[src/rtl/joy_db15_scanner.sv]
// Serial DB15 joystick adapter scanner: latches the external shift-register chain,
// clocks out 32 active-low bits and publishes two active-high 16-bit button words.
// Optional build macro JOY_DB15_DEBOUNCE_EN publishes a frame only when it repeats.
module joy_db15_scanner #(
    parameter int CLK_DIV     = 24,
    parameter int FRAME_TICKS = 256,
    parameter int NBITS       = 32
) (
    input  logic        MCLK,
    input  logic        RESET,
    input  logic        ENABLE,
    input  logic        JOY_DATA,
    output logic        JOY_CLK,
    output logic        JOY_LOAD,
    output logic [15:0] JOY1,
    output logic [15:0] JOY2,
    output logic        VALID
);

    typedef enum logic [2:0] {
        IDLE    = 3'd0,
        LOAD    = 3'd1,
        SHIFT_L = 3'd2,
        SHIFT_H = 3'd3,
        DONE    = 3'd4
    } state_t;

    localparam logic [15:0] DIV_MAX  = 16'(CLK_DIV - 1);
    localparam logic [15:0] IDLE_MAX = 16'(FRAME_TICKS - 1);
    localparam logic [4:0]  IDX_MAX  = 5'(NBITS - 1);

    state_t      state, state_n;
    logic [15:0] div_cnt;
    logic [15:0] idle_cnt, idle_n;
    logic [4:0]  idx, idx_n;
    logic [31:0] shift, shift_n;
    logic        clk_n, load_n, valid_n;
    logic [15:0] joy1_n, joy2_n;
    logic        tick;
`ifdef JOY_DB15_DEBOUNCE_EN
    logic [31:0] last_frame, last_n;
`endif

    assign tick = ENABLE && (div_cnt == DIV_MAX);

    // Scan-tick divider, parked at zero while scanning is not permitted
    always_ff @(posedge MCLK or posedge RESET) begin
        if (RESET) begin
            div_cnt <= 16'd0;
        end else if (!ENABLE || (div_cnt == DIV_MAX)) begin
            div_cnt <= 16'd0;
        end else begin
            div_cnt <= div_cnt + 16'd1;
        end
    end

    // Next-state and next-output logic for the scan sequencer
    always_comb begin
        state_n  = state;
        idle_n   = idle_cnt;
        idx_n    = idx;
        shift_n  = shift;
        clk_n    = JOY_CLK;
        load_n   = JOY_LOAD;
        joy1_n   = JOY1;
        joy2_n   = JOY2;
        valid_n  = 1'b0;
`ifdef JOY_DB15_DEBOUNCE_EN
        last_n   = last_frame;
`endif
        if (!ENABLE) begin
            state_n = IDLE;
            idle_n  = 16'd0;
            idx_n   = 5'd0;
            shift_n = 32'd0;
            clk_n   = 1'b0;
            load_n  = 1'b1;
            joy1_n  = 16'd0;
            joy2_n  = 16'd0;
`ifdef JOY_DB15_DEBOUNCE_EN
            last_n  = 32'd0;
`endif
        end else begin
            case (state)
                IDLE: begin
                    if (tick && (idle_cnt == IDLE_MAX)) begin
                        idle_n  = 16'd0;
                        load_n  = 1'b0;
                        state_n = LOAD;
                    end else if (tick) begin
                        idle_n = idle_cnt + 16'd1;
                    end else begin
                        idle_n = idle_cnt;
                    end
                end
                LOAD: begin
                    if (tick) begin
                        load_n  = 1'b1;
                        idx_n   = 5'd0;
                        state_n = SHIFT_L;
                    end else begin
                        state_n = LOAD;
                    end
                end
                // Sample one tick after the preceding edge so the adapter has settled
                SHIFT_L: begin
                    if (tick) begin
                        shift_n[idx] = ~JOY_DATA;
                        clk_n        = 1'b1;
                        state_n      = SHIFT_H;
                    end else begin
                        state_n = SHIFT_L;
                    end
                end
                SHIFT_H: begin
                    if (tick && (idx == IDX_MAX)) begin
                        clk_n   = 1'b0;
                        state_n = DONE;
                    end else if (tick) begin
                        clk_n   = 1'b0;
                        idx_n   = idx + 5'd1;
                        state_n = SHIFT_L;
                    end else begin
                        state_n = SHIFT_H;
                    end
                end
                DONE: begin
                    state_n = IDLE;
`ifdef JOY_DB15_DEBOUNCE_EN
                    if (shift == last_frame) begin
                        joy1_n  = shift[15:0];
                        joy2_n  = shift[31:16];
                        valid_n = 1'b1;
                    end else begin
                        valid_n = 1'b0;
                    end
                    last_n = shift;
`else
                    joy1_n  = shift[15:0];
                    joy2_n  = shift[31:16];
                    valid_n = 1'b1;
`endif
                end
                default: begin
                    state_n = IDLE;
                end
            endcase
        end
    end

    // Sequencer state and registered outputs
    always_ff @(posedge MCLK or posedge RESET) begin
        if (RESET) begin
            state    <= IDLE;
            idle_cnt <= 16'd0;
            idx      <= 5'd0;
            shift    <= 32'd0;
            JOY_CLK  <= 1'b0;
            JOY_LOAD <= 1'b1;
            JOY1     <= 16'd0;
            JOY2     <= 16'd0;
            VALID    <= 1'b0;
`ifdef JOY_DB15_DEBOUNCE_EN
            last_frame <= 32'd0;
`endif
        end else begin
            state    <= state_n;
            idle_cnt <= idle_n;
            idx      <= idx_n;
            shift    <= shift_n;
            JOY_CLK  <= clk_n;
            JOY_LOAD <= load_n;
            JOY1     <= joy1_n;
            JOY2     <= joy2_n;
            VALID    <= valid_n;
`ifdef JOY_DB15_DEBOUNCE_EN
            last_frame <= last_n;
`endif
        end
    end

endmodule

[config.mk]
export PLATFORM = sky130hd
export DESIGN_NAME = joy_db15_scanner
export DESIGN_NICKNAME = d
export VERILOG_FILES = /design/src/rtl/joy_db15_scanner.sv
export SDC_FILE = /design/constraint.sdc
export NUM_CORES = 1
export LEC_CHECK = 0
export CAP_MARGIN = 30
export CORE_ASPECT_RATIO = 0.7
export CORE_UTILIZATION = 55
export CTS_CLUSTER_SIZE = 20
export DETAILED_ROUTE_END_ITERATION = 6
export PLACE_DENSITY_LB_ADDON = 0.08
export SETUP_SLACK_MARGIN = 0.5
export SLEW_MARGIN = 20
export SYNTH_ARGS = -nofsm -noshare
export SYNTH_HDL_FRONTEND = slang
export SYNTH_SLANG_ARGS = --single-unit
[constraint.sdc]
create_clock -name MCLK -period 4.3 [get_ports MCLK]
set_clock_uncertainty 0.2 [all_clocks]
set_input_delay 1.075 -clock MCLK [delete_from_list [all_inputs] [get_ports MCLK]]
set_output_delay 1.075 -clock MCLK [all_outputs]
set_load 0.1 [all_outputs]
==> results.tsv, run 1 <==
metric	value	unit
status	finished clean	
Sw Ratio	0.225	
number of max-cap violations	0	
Crit. Startpoint	JOY_LOAD	
largest net degree at the start of global routing	56	
core area	8690	µm²
power density over cell area	315	nW/µm²
VDD IR max	243	µV
Int Pwr	1.42	mW
drt pass-1 iters	5	
H-tree depth	3	
Hold Crit Class	flip-flop to flip-flop	
post-synth cell types	48	
DR WL/cell	16.5	µm
post-cts resize count	0	
fmax	304	MHz
number of synthesized register bits	107	
LEAKAGE	2.45	nW
PnR worst setup slack	1.01	ns
initial drt markers	202	
final number of hold-violating endpoints	0	
WP buf/inv	1	
Finished Layout Cells	635	
IO Pins	39	
Worst Hold Path EP	div_cnt[0]	
Gate Count Post-Synth	487	
Mapped Nets	498	
Worst Setup End Kind	output pin	
GRT Util Overall	0.235	
TritonCTS clock tree	built	
crit-path max cell delay	1.13	ns
gp weighted congestion	0.853	
clock slew at reported path FFs	0.06	ns
Worst Setup Slack post-DPL	1.21	ns
sequential share of power	0.551	
RSZ-0062 raised after global routing	no	
TNS Setup	0	ns
Post-CTS Setup Bufs	0	
Clock Power Share	0.417	
number of remaining DRC errors	0	
Starting Density	0.584	
WS Path Type	flip-flop to output pin	
Setup-failing EPs final	0	
Num CTS Buffers	9	
Tightest Pin Transition	0.998	ns
most frequent cells in the layout	106 x dfrtp_1, 38 x clkdlybuf4s50_1, 35 x o21ai_0, 32 x nor2_1, 32 x a22o_1	
critical path cell sequence	clkdlybuf4s50_1	
fin crit share	0.764	
remaining global-route overflow	0	
first-pass GRT wire length	17200	µm
Psw	413	µW
minimum clock period after layout	3.29	ns
Detail Placement HPWL	6840	µm
Synth Cell Area	5080	µm²
share of cells above drive strength 1	0.0757	
WP data arrival	2.01	ns
CP required	3.02	ns
hold_ws	0.257	ns
Nets	521	
sequential share of the synthesized area	0.528	
Slew headroom	0.333	
Reg2Reg Depth	5	
reg2reg start	div_cnt[7]	
die width	117	µm
Port Buffers	38	
ys async rst share	1.00	
Synth-to-Final Area Change	14.5	%
number of synthesis warnings	0	
Setup crit start kind	flip-flop	
Hold Buf Count CTS	0	
Post-synth EDFFs	0	
CP max FO	2	
diode count	0	
R2R Path End	shift[20]	
drt via density	5.95	
cell family with most CP delay	buffers and inverters	
antenna violations before repair	0	
WL final	10500	µm
worst-skew pair later-pin latency	0.35	ns
die height	82.4	µm
CTS sink count	107	
reg2reg setup slack	1.30	ns
routed via count	3779	
Comb power frac	0.032	
Slowest cell on crit path	clkdlybuf4s50_1	
root buffer cell	clkbuf_16	
vias in the first global route	3504	
full die area	9620	µm²
Post-synth top flop	dfrtp_1	
Cell Count Post-Placement	619	
Syn Area/Cell	10.4	µm²
Worst Hold Path Cells	1	
ANT nets after route	0	
hold_sp	div_cnt[0]	
most common cell after layout, fill and taps aside	dfrtp_1	
final max-slew violation count	0	
CTS Buffer Depth	2	
Rows	28	
==> through the flow <==
stage               cell area [µm²]   util  total power, mW
floorplan                      5080      -             1.07
global placement               5540  0.637             1.09
detailed placement             5540  0.637             1.09
CTS                            5810  0.669             1.85
global route                   5810  0.669             1.90
finish                         5810  0.669             1.83
==> worst max path at each step <==
stage | to | slack [ns] | cells after the start
final | JOY_LOAD | 1.01 | 1
after global routing | JOY_LOAD | 0.99 | 1
after CTS | JOY_LOAD | 1.0 | 1
after detailed placement | shift[0] | 1.21 | 4
after global placement | shift[8] | 1.25 | 4
after floorplan | JOY1[0] | 1.74 | 1
==> state kept, by name, indices dropped and copies added (netlist names) <==
signal / flops
JOY1: 16
div_cnt: 16
VALID: 1
idx: 5
JOY_CLK: 1
JOY_LOAD: 1
idle_cnt: 16
state: 3
JOY2: 16
shift: 32
==> metal layers <==
| metal | GRT usage | up-vias | routed length [µm] | share of wire |
|---|---|---|---|---|
| met5 | 0 | - | 0 | 0 |
| met4 | 0.0582 | 0 | 61 | 0.0058 |
| met3 | 0.0584 | 5 | 328 | 0.031 |
| met2 | 0.373 | 59 | 5070 | 0.48 |
| met1 | 0.325 | 1896 | 5030 | 0.48 |
| li1 | - | 1819 | - | - |
==> final cells by class <==
cell class | instances | area [µm²]
inverters | 6 | 26.3
well taps | 120 | 150
clock buffers | 10 | 229
repair buffers | 44 | 438
multi-input cells | 342 | 2240
clock inverters | 6 | 47.5
fillers | 710 | 2870
flip-flops and latches | 107 | 2680
==> logic make-up (layout without fill, tap and decap cells) <==
logic type               Yosys count  after routing  share of synthesized area
AO/OA/AOI/OAI                    124            124                      0.172
multiplexers                       1              1                    0.00197
AND/OR/NAND/NOR                  194            194                      0.223
flip-flops                       107            107                      0.528
adder cells (fa/ha/maj)            7              7                     0.0173
buffers and inverters             38             66                     0.0308
XOR/XNOR                          16             16                     0.0276
==> synthesized netlist by cell type, types with 2 or more instances <==
library cell / number / area [µm²]
and2_1: 2 / 12.5
nor2b_1: 4 / 25.0
o21ai_0: 35 / 175
a21boi_0: 4 / 30.0
nand4b_1: 3 / 26.3
buf_1: 4 / 15.0
clkbuf_1: 24 / 90.1
and3_1: 10 / 62.6
a21oi_1: 13 / 65.1
nand4_2: 4 / 50.1
nand3_1: 24 / 120
nand4_1: 9 / 56.3
o21bai_1: 12 / 90.1
nand2_1: 26 / 97.6
a21boi_1: 20 / 150
xnor2_1: 8 / 70.1
o21a_1: 4 / 30.0
dfrtp_1: 106 / 2650
or2_2: 3 / 18.8
or4_1: 2 / 15.0
and3b_1: 12 / 105
nor4_1: 2 / 12.5
nand2b_1: 2 / 12.5
xor2_1: 8 / 70.1
a22o_1: 32 / 280
or3_1: 29 / 181
clkbuf_2: 2 / 10.0
and4_1: 2 / 17.5
inv_1: 6 / 22.5
nor2_1: 32 / 120
nor3_1: 20 / 100
ha_1: 7 / 87.6
==> power by group through the flow <==
| stage | sequential, mW | combinational, mW | clock, mW |
|---|---|---|---|
| 5_1_grt | 1.01 | 0.0671 | 0.826 |
| 3_5_place_dp | 1.03 | 0.0604 | 0 |
| 6_report | 1.01 | 0.0586 | 0.765 |
| 4_1_cts | 1.01 | 0.0607 | 0.784 |
| 3_3_place_gp | 1.03 | 0.0598 | 0 |
| 2_1_floorplan | 1.03 | 0.0406 | 0 |
(Power assumes the default switching activity.)
==> inputs of run 2 (changes only) <==
--- a/config.mk
+++ b/config.mk
@@ -7,7 +7,7 @@
 export LEC_CHECK = 0
 export CAP_MARGIN = 30
 export CORE_ASPECT_RATIO = 0.7
-export CORE_UTILIZATION = 55
+export CORE_UTILIZATION = 53
 export CTS_CLUSTER_SIZE = 20
 export DETAILED_ROUTE_END_ITERATION = 6
 export PLACE_DENSITY_LB_ADDON = 0.08
==> constraint.sdc (replaced) <==
create_clock -name MCLK -period 2.8 [get_ports MCLK]
set_clock_uncertainty 0.2 [all_clocks]
set_input_delay 0.7 -clock MCLK [delete_from_list [all_inputs] [get_ports MCLK]]
set_output_delay 0.7 -clock MCLK [all_outputs]
set_load 0.1 [all_outputs]
==> run 2 against run 1 <==
Compared with the run above:
- clock power grew 66%
- critical endpoint is now shift[21]
- core utilization grew 0.11 points
- sequential power grew 53%
- non-clock buffer count grew 32
- sequential cell count is the same
- largest power group unchanged
- routed wire length grew 4.0%
- global-route usage shrank 0.074 points
- design area grew 5.8%
- worst setup slack lost 0.51 ns
- total power grew 60%
- critical path depth grew 7
==> results.tsv, run 2 (same netlist as run 1, synthesis figures left out) <==
metric	value	unit	change
Synth-to-Final Area Change	21.2	%	was 14.5%
fin crit share	0.819		
Port Buffers	38		unchanged
LEAKAGE	2.75	nW	was 2.45 nW
H-tree depth	3		unchanged
Num CTS Buffers	9		unchanged
CP max FO	16		was 2
vias in the first global route	3667		was 3504
WP data arrival	2.37	ns	was 2.01 ns
core area	9180	µm²	was 8690 µm²
Tightest Pin Transition	0.832	ns	was 0.998 ns
routed via count	3908		was 3779
VDD IR max	379	µV	was 243 µV
WS Path Type	flip-flop to flip-flop		was flip-flop to output pin
Starting Density	0.553		was 0.584
gp weighted congestion	0.799		was 0.853
largest net degree at the start of global routing	108		was 56
minimum clock period after layout	2.29	ns	
IO Pins	39		unchanged
Hold Crit Class	flip-flop to flip-flop		unchanged
power density over cell area	476	nW/µm²	was 315 nW/µm²
Setup crit start kind	flip-flop		unchanged
remaining global-route overflow	0		unchanged
number of max-cap violations	0		unchanged
crit-path max cell delay	0.40	ns	was 1.13 ns
post-route cell area	6150	µm²	was 5810 µm²
Worst Setup End Kind	flip-flop		was output pin
TritonCTS clock tree	built		unchanged
Setup-failing EPs final	0		unchanged
DR WL/cell	16.3	µm	was 16.5 µm
final number of hold-violating endpoints	0		unchanged
die width	119	µm	was 117 µm
Hold Buf Count CTS	0		unchanged
Nets	553		was 521
TNS Setup	0	ns	unchanged
Post-DP Area	5570	µm²	was 5540 µm²
critical path cell sequence	ha_4, and4bb_2, and4_4, buf_8, nand4_2, buf_6, or3_1, a21boi_1		was clkdlybuf4s50_1
full die area	9980	µm²	was 9620 µm²
WL final	10900	µm	was 10500 µm
most common cell after layout, fill and taps aside	dfrtp_1		unchanged
CP required	2.87	ns	was 3.02 ns
most frequent cells in the layout	104 x dfrtp_1, 62 x buf_4, 32 x nor2_1, 32 x o21ai_0, 32 x a22o_1		was 106 x dfrtp_1, 38 x clkdlybuf4s50_1, 35 x o21ai_0, 32 x nor2_1, 32 x a22o_1
fmax	436	MHz	
initial drt markers	166		was 202
drt via density	5.83		was 5.95
antenna violations before repair	0		unchanged
Detail Placement HPWL	6750	µm	was 6840 µm
root buffer cell	clkbuf_16		unchanged
CTS sink count	107		unchanged
final max-slew violation count	0		unchanged
clock slew at reported path FFs	0.07	ns	was 0.06 ns
max reg flops	32		unchanged
Slowest cell on crit path	dfrtp_1		was clkdlybuf4s50_1
number of remaining DRC errors	0		unchanged
Rows	29		was 28
GRT Util Overall	0.234		was 0.235
ANT nets after route	0		unchanged
worst-skew pair later-pin latency	0.35	ns	about the same
diode count	0		unchanged
RSZ-0062 raised after global routing	yes		was no
status	finished clean		unchanged
share of cells above drive strength 1	0.214		was 0.0757
CTS Buffer Depth	2		unchanged
Slew headroom	0.443		was 0.333
die height	83.9	µm	was 82.4 µm
first-pass GRT wire length	18500	µm	was 17200 µm
drt pass-1 iters	4		was 5
Largest Register	shift		unchanged
run 2: final cells by class:
type | instances | area [µm²]
Clock inverter | 6 | 71.3
Sequential cell | 107 | 2680
Clock buffer | 9 | 225
Tap cell | 124 | 155
Timing Repair Buffer | 76 | 663
Multi-Input combinational cell | 342 | 2330
Fill cell | 740 | 3030
Inverter | 6 | 26.3
run 2: through the flow:
stage	hold WS [ns]	util	cells	setup WS [ns]	power, mW
6_report	0.281	0.670	670	0.506	2.93
5_1_grt	0.291	0.670	670	0.405	3.03
4_1_cts	0.288	0.655	659	0.504	2.95
3_5_place_dp	0.267	0.607	633	0.318	1.68
3_3_place_gp	0.255	0.607	633	0.371	1.68
2_1_floorplan	0.233	-	487	0.613	1.64
run 2: worst paths after layout:
check	from	endpoint	slack, ns	cells after the start
setup / recovery	div_cnt[0]	shift[21]	0.51	8
hold / removal	shift[10]	JOY1[10]	0.28	1
setup reg to reg	div_cnt[0]	shift[21]	0.51	8
hold reg to reg	shift[10]	JOY1[10]	0.28	1
max in group asynchronous	RESET	div_cnt[7]	1.26	3
min in group asynchronous	RESET	shift[19]	0.66	3
run 2: routing by layer:
layer  vias up  wire length [µm]  global-route usage
met5         -                 0                   0
met2        71              5110               0.373
met4         0                82              0.0656
met3         8               336              0.0464
met1      1944              5390               0.326
li1       1885                 -                   -
run 2: repair_timing:
item	CTS	global route
setup endpoints to repair	35	41
gates resized for setup	14	12
buffers inserted	9	10
cloned	2	1
pin swaps	4	15
run 2: critical path, delay by kind of cell, from the launching register on:
family                   cells  cell delay [ns]
AND/OR/NAND/NOR              4             0.95
flip-flops                   1             0.40
buffers and inverters        2             0.36
adder cells (fa/ha/maj)      1             0.15
AO/OA/AOI/OAI                1             0.15
run 2: report_power, final:
group,switching (mW),total [mW],internal [mW]
combinational,0.0712,0.104,0.0330
sequential,0.00476,1.55,1.55
clock,0.573,1.27,0.698
total,0.649,2.93,2.28
==> inputs of run 3 (changes only) <==
==> constraint.sdc (replaced) <==
create_clock -name MCLK -period 2 [get_ports MCLK]
set_clock_uncertainty 0.2 [all_clocks]
set_input_delay 0.5 -clock MCLK [delete_from_list [all_inputs] [get_ports MCLK]]
set_output_delay 0.5 -clock MCLK [all_outputs]
set_load 0.1 [all_outputs]
==> run 3 against run 2 <==
Compared with the run above:
- the flow now finishes with violations (negative setup slack)
- sequential power up 40%
- routed wire length increased by 68%
- via count increased by 30%
- first-iteration DRC count rose to 5.0 times the previous value
- sequential share of layout area shrank 10 points
- hold slack improved by 0.0053 ns
- largest cell class is now multi-input combinational cells
- largest power group unchanged
- highest routed layer unchanged
==> results.tsv, run 3 (same netlist as run 1, synthesis figures left out) <==
metric	value	unit	change
die height	83.9	µm	unchanged
antenna violations before repair	0		unchanged
drt pass-1 iters	6		was 4
Num CTS Buffers	9		unchanged
worst-skew pair later-pin latency	0.35	ns	about the same
most frequent cells in the layout	103 x dfrtp_1, 89 x buf_4, 48 x buf_12, 32 x a22o_1, 26 x buf_6		was 104 x dfrtp_1, 62 x buf_4, 32 x nor2_1, 32 x o21ai_0, 32 x a22o_1
CP required	2.03	ns	was 2.87 ns
H-tree depth	3		unchanged
initial drt markers	826		was 166
Detail Placement HPWL	8910	µm	was 6750 µm
minimum clock period after layout	2.34	ns	was 2.29 ns
Setup crit start kind	flip-flop		unchanged
Hold Crit Class	flip-flop to flip-flop		unchanged
drt via density	6.60		was 5.83
Slew headroom	0.593		was 0.443
Layout Utilization	0.880		was 0.670
Rows	29		unchanged
GRT Util Overall	0.326		was 0.234
share of cells above drive strength 1	0.445		was 0.214
failing checks	negative setup slack		
Setup-failing EPs final	54		was 0
routed via count	5085		was 3908
Worst Hold Path EP	JOY1[7]		was JOY1[10]
vias in the first global route	4625		was 3667
PnR worst setup slack	-0.337	ns	was 0.506 ns
R2R Path End	shift[10]		was shift[21]
CP max FO	6		was 16
clock slew at reported path FFs	0.07	ns	about the same
reg2reg setup slack	-0.34	ns	was 0.51 ns
power density over cell area	511	nW/µm²	was 476 nW/µm²
status	finished with violations		was finished clean
Met1 Wirelength	7570	µm	was 5390 µm
reg2reg start	div_cnt[12]		was div_cnt[0]
Synth-to-Final Area Change	59.1	%	was 21.2%
RSZ-0062 raised after global routing	yes		unchanged
met3 wire len	1600	µm	was 336 µm
core area	9180	µm²	unchanged
Slowest cell on crit path	dfrtp_1		unchanged
WL final	18300	µm	was 10900 µm
Met2 Wirelength	8470	µm	was 5110 µm
gp weighted congestion	0.884		was 0.799
Tightest Pin Transition	0.609	ns	was 0.832 ns
crit-path max cell delay	0.40	ns	about the same
Starting Density	0.553		unchanged
hold_sp	shift[7]		was shift[10]
Worst Hold Path Cells	1		unchanged
final number of hold-violating endpoints	0		unchanged
Worst Setup End Kind	flip-flop		unchanged
max reg flops	32		unchanged
CTS sink count	107		unchanged
WS Path Type	flip-flop to flip-flop		unchanged
top sig layer	met4		unchanged
die width	119	µm	unchanged
largest net degree at the start of global routing	38		was 108
first-pass GRT wire length	24700	µm	was 18500 µm
root buffer cell	clkbuf_16		unchanged
WP data arrival	2.37	ns	about the same
fill count	361		was 740
LEAKAGE	3.53	nW	was 2.75 nW
most common cell after layout, fill and taps aside	dfrtp_1		unchanged
DR WL/cell	23.8	µm	was 16.3 µm
Nets	654		was 553
TritonCTS clock tree	built		unchanged
VDD IR max	485	µV	was 379 µV
number of max-cap violations	0		unchanged
fin crit share	1.17		was 0.819
remaining global-route overflow	0		unchanged
Final Power	4.13	mW	was 2.93 mW
CTS Buffer Depth	2		unchanged
number of remaining DRC errors	0		unchanged
Port Buffers	38		unchanged
full die area	9980	µm²	unchanged
Largest Register	shift		unchanged
critical path cell sequence	nor4_2, and4_4, clkbuf_16, nand4_4, buf_6, nor3_2, and3b_1		was ha_4, and4bb_2, and4_4, buf_8, nand4_2, buf_6, or3_1, a21boi_1
fmax	428	MHz	was 436 MHz
final max-slew violation count	0		unchanged
Reg2Reg Depth	7		was 8
IO Pins	39		unchanged
diode count	0		unchanged
ANT nets after route	0		unchanged
[run 3: per-stage QoR]
step	area (µm²)	setup slack [ns]	setup TNS, ns	hold slack [ns]	std cells
after global routing	8080	-0.390	-15.77	0.314	771
final	8080	-0.337	-11.68	0.286	771
after global placement	6680	-0.220	-7.27	0.278	697
after CTS	7580	-0.207	-6.90	0.293	746
after floorplan	5300	-0.0723	-0.482	0.235	487
after detailed placement	6680	-0.260	-11.70	0.273	697
[run 3: what timing repair did]
action	CTS	global route
gates resized for setup	71	61
setup endpoints to repair	142	142
pin swaps	34	45
cloned	8	3
hold buffers	0	0
buffers inserted	26	22
[run 3: final cells by class]
class | instances | area, µm² | share of cell area
clock buffers | 10 | 239 | 0.0296
clock inverters | 5 | 28.8 | 0.00356
inverters | 6 | 26.3 | 0.00325
multi-input cells | 345 | 2790 | 0.345
flip-flops and latches | 107 | 2690 | 0.333
well taps | 124 | 155 | 0.0192
repair buffers | 174 | 2150 | 0.267
[run 3: how the worst max path moves through the flow]
| stage | endpoint | cells after the start | start | slack, ns |
|---|---|---|---|---|
| CTS | shift[18] | 7 | div_cnt[0] | -0.21 |
| global placement | idle_cnt[10] | 7 | div_cnt[13] | -0.22 |
| global route | shift[21] | 6 | div_cnt[12] | -0.39 |
| detailed placement | shift[19] | 7 | div_cnt[0] | -0.26 |
| finish | shift[10] | 7 | div_cnt[12] | -0.34 |
| floorplan | shift[19] | 7 | div_cnt[0] | -0.07 |
[run 3: where the power goes]
group | total, mW | switching (mW) | internal [mW]
Sequential | 2.17 | 0.00360 | 2.17
Combinational | 0.275 | 0.154 | 0.121
Clock | 1.68 | 0.813 | 0.869
[run 3: worst max-delay path, delay by kind of cell (launching register included)]
| family | cells | cell delay (ns) |
|---|---|---|
| simple gates | 5 | 1.28 |
| flops | 1 | 0.40 |
| buf+inv | 2 | 0.33 |
[run 3: routing by layer]
metal / vias to the layer above / global-route usage
met2: 370 / 0.476
met1: 2547 / 0.484
met5: - / 0
met3: 79 / 0.0663
met4: 0 / 0.104
li1: 2089 / -
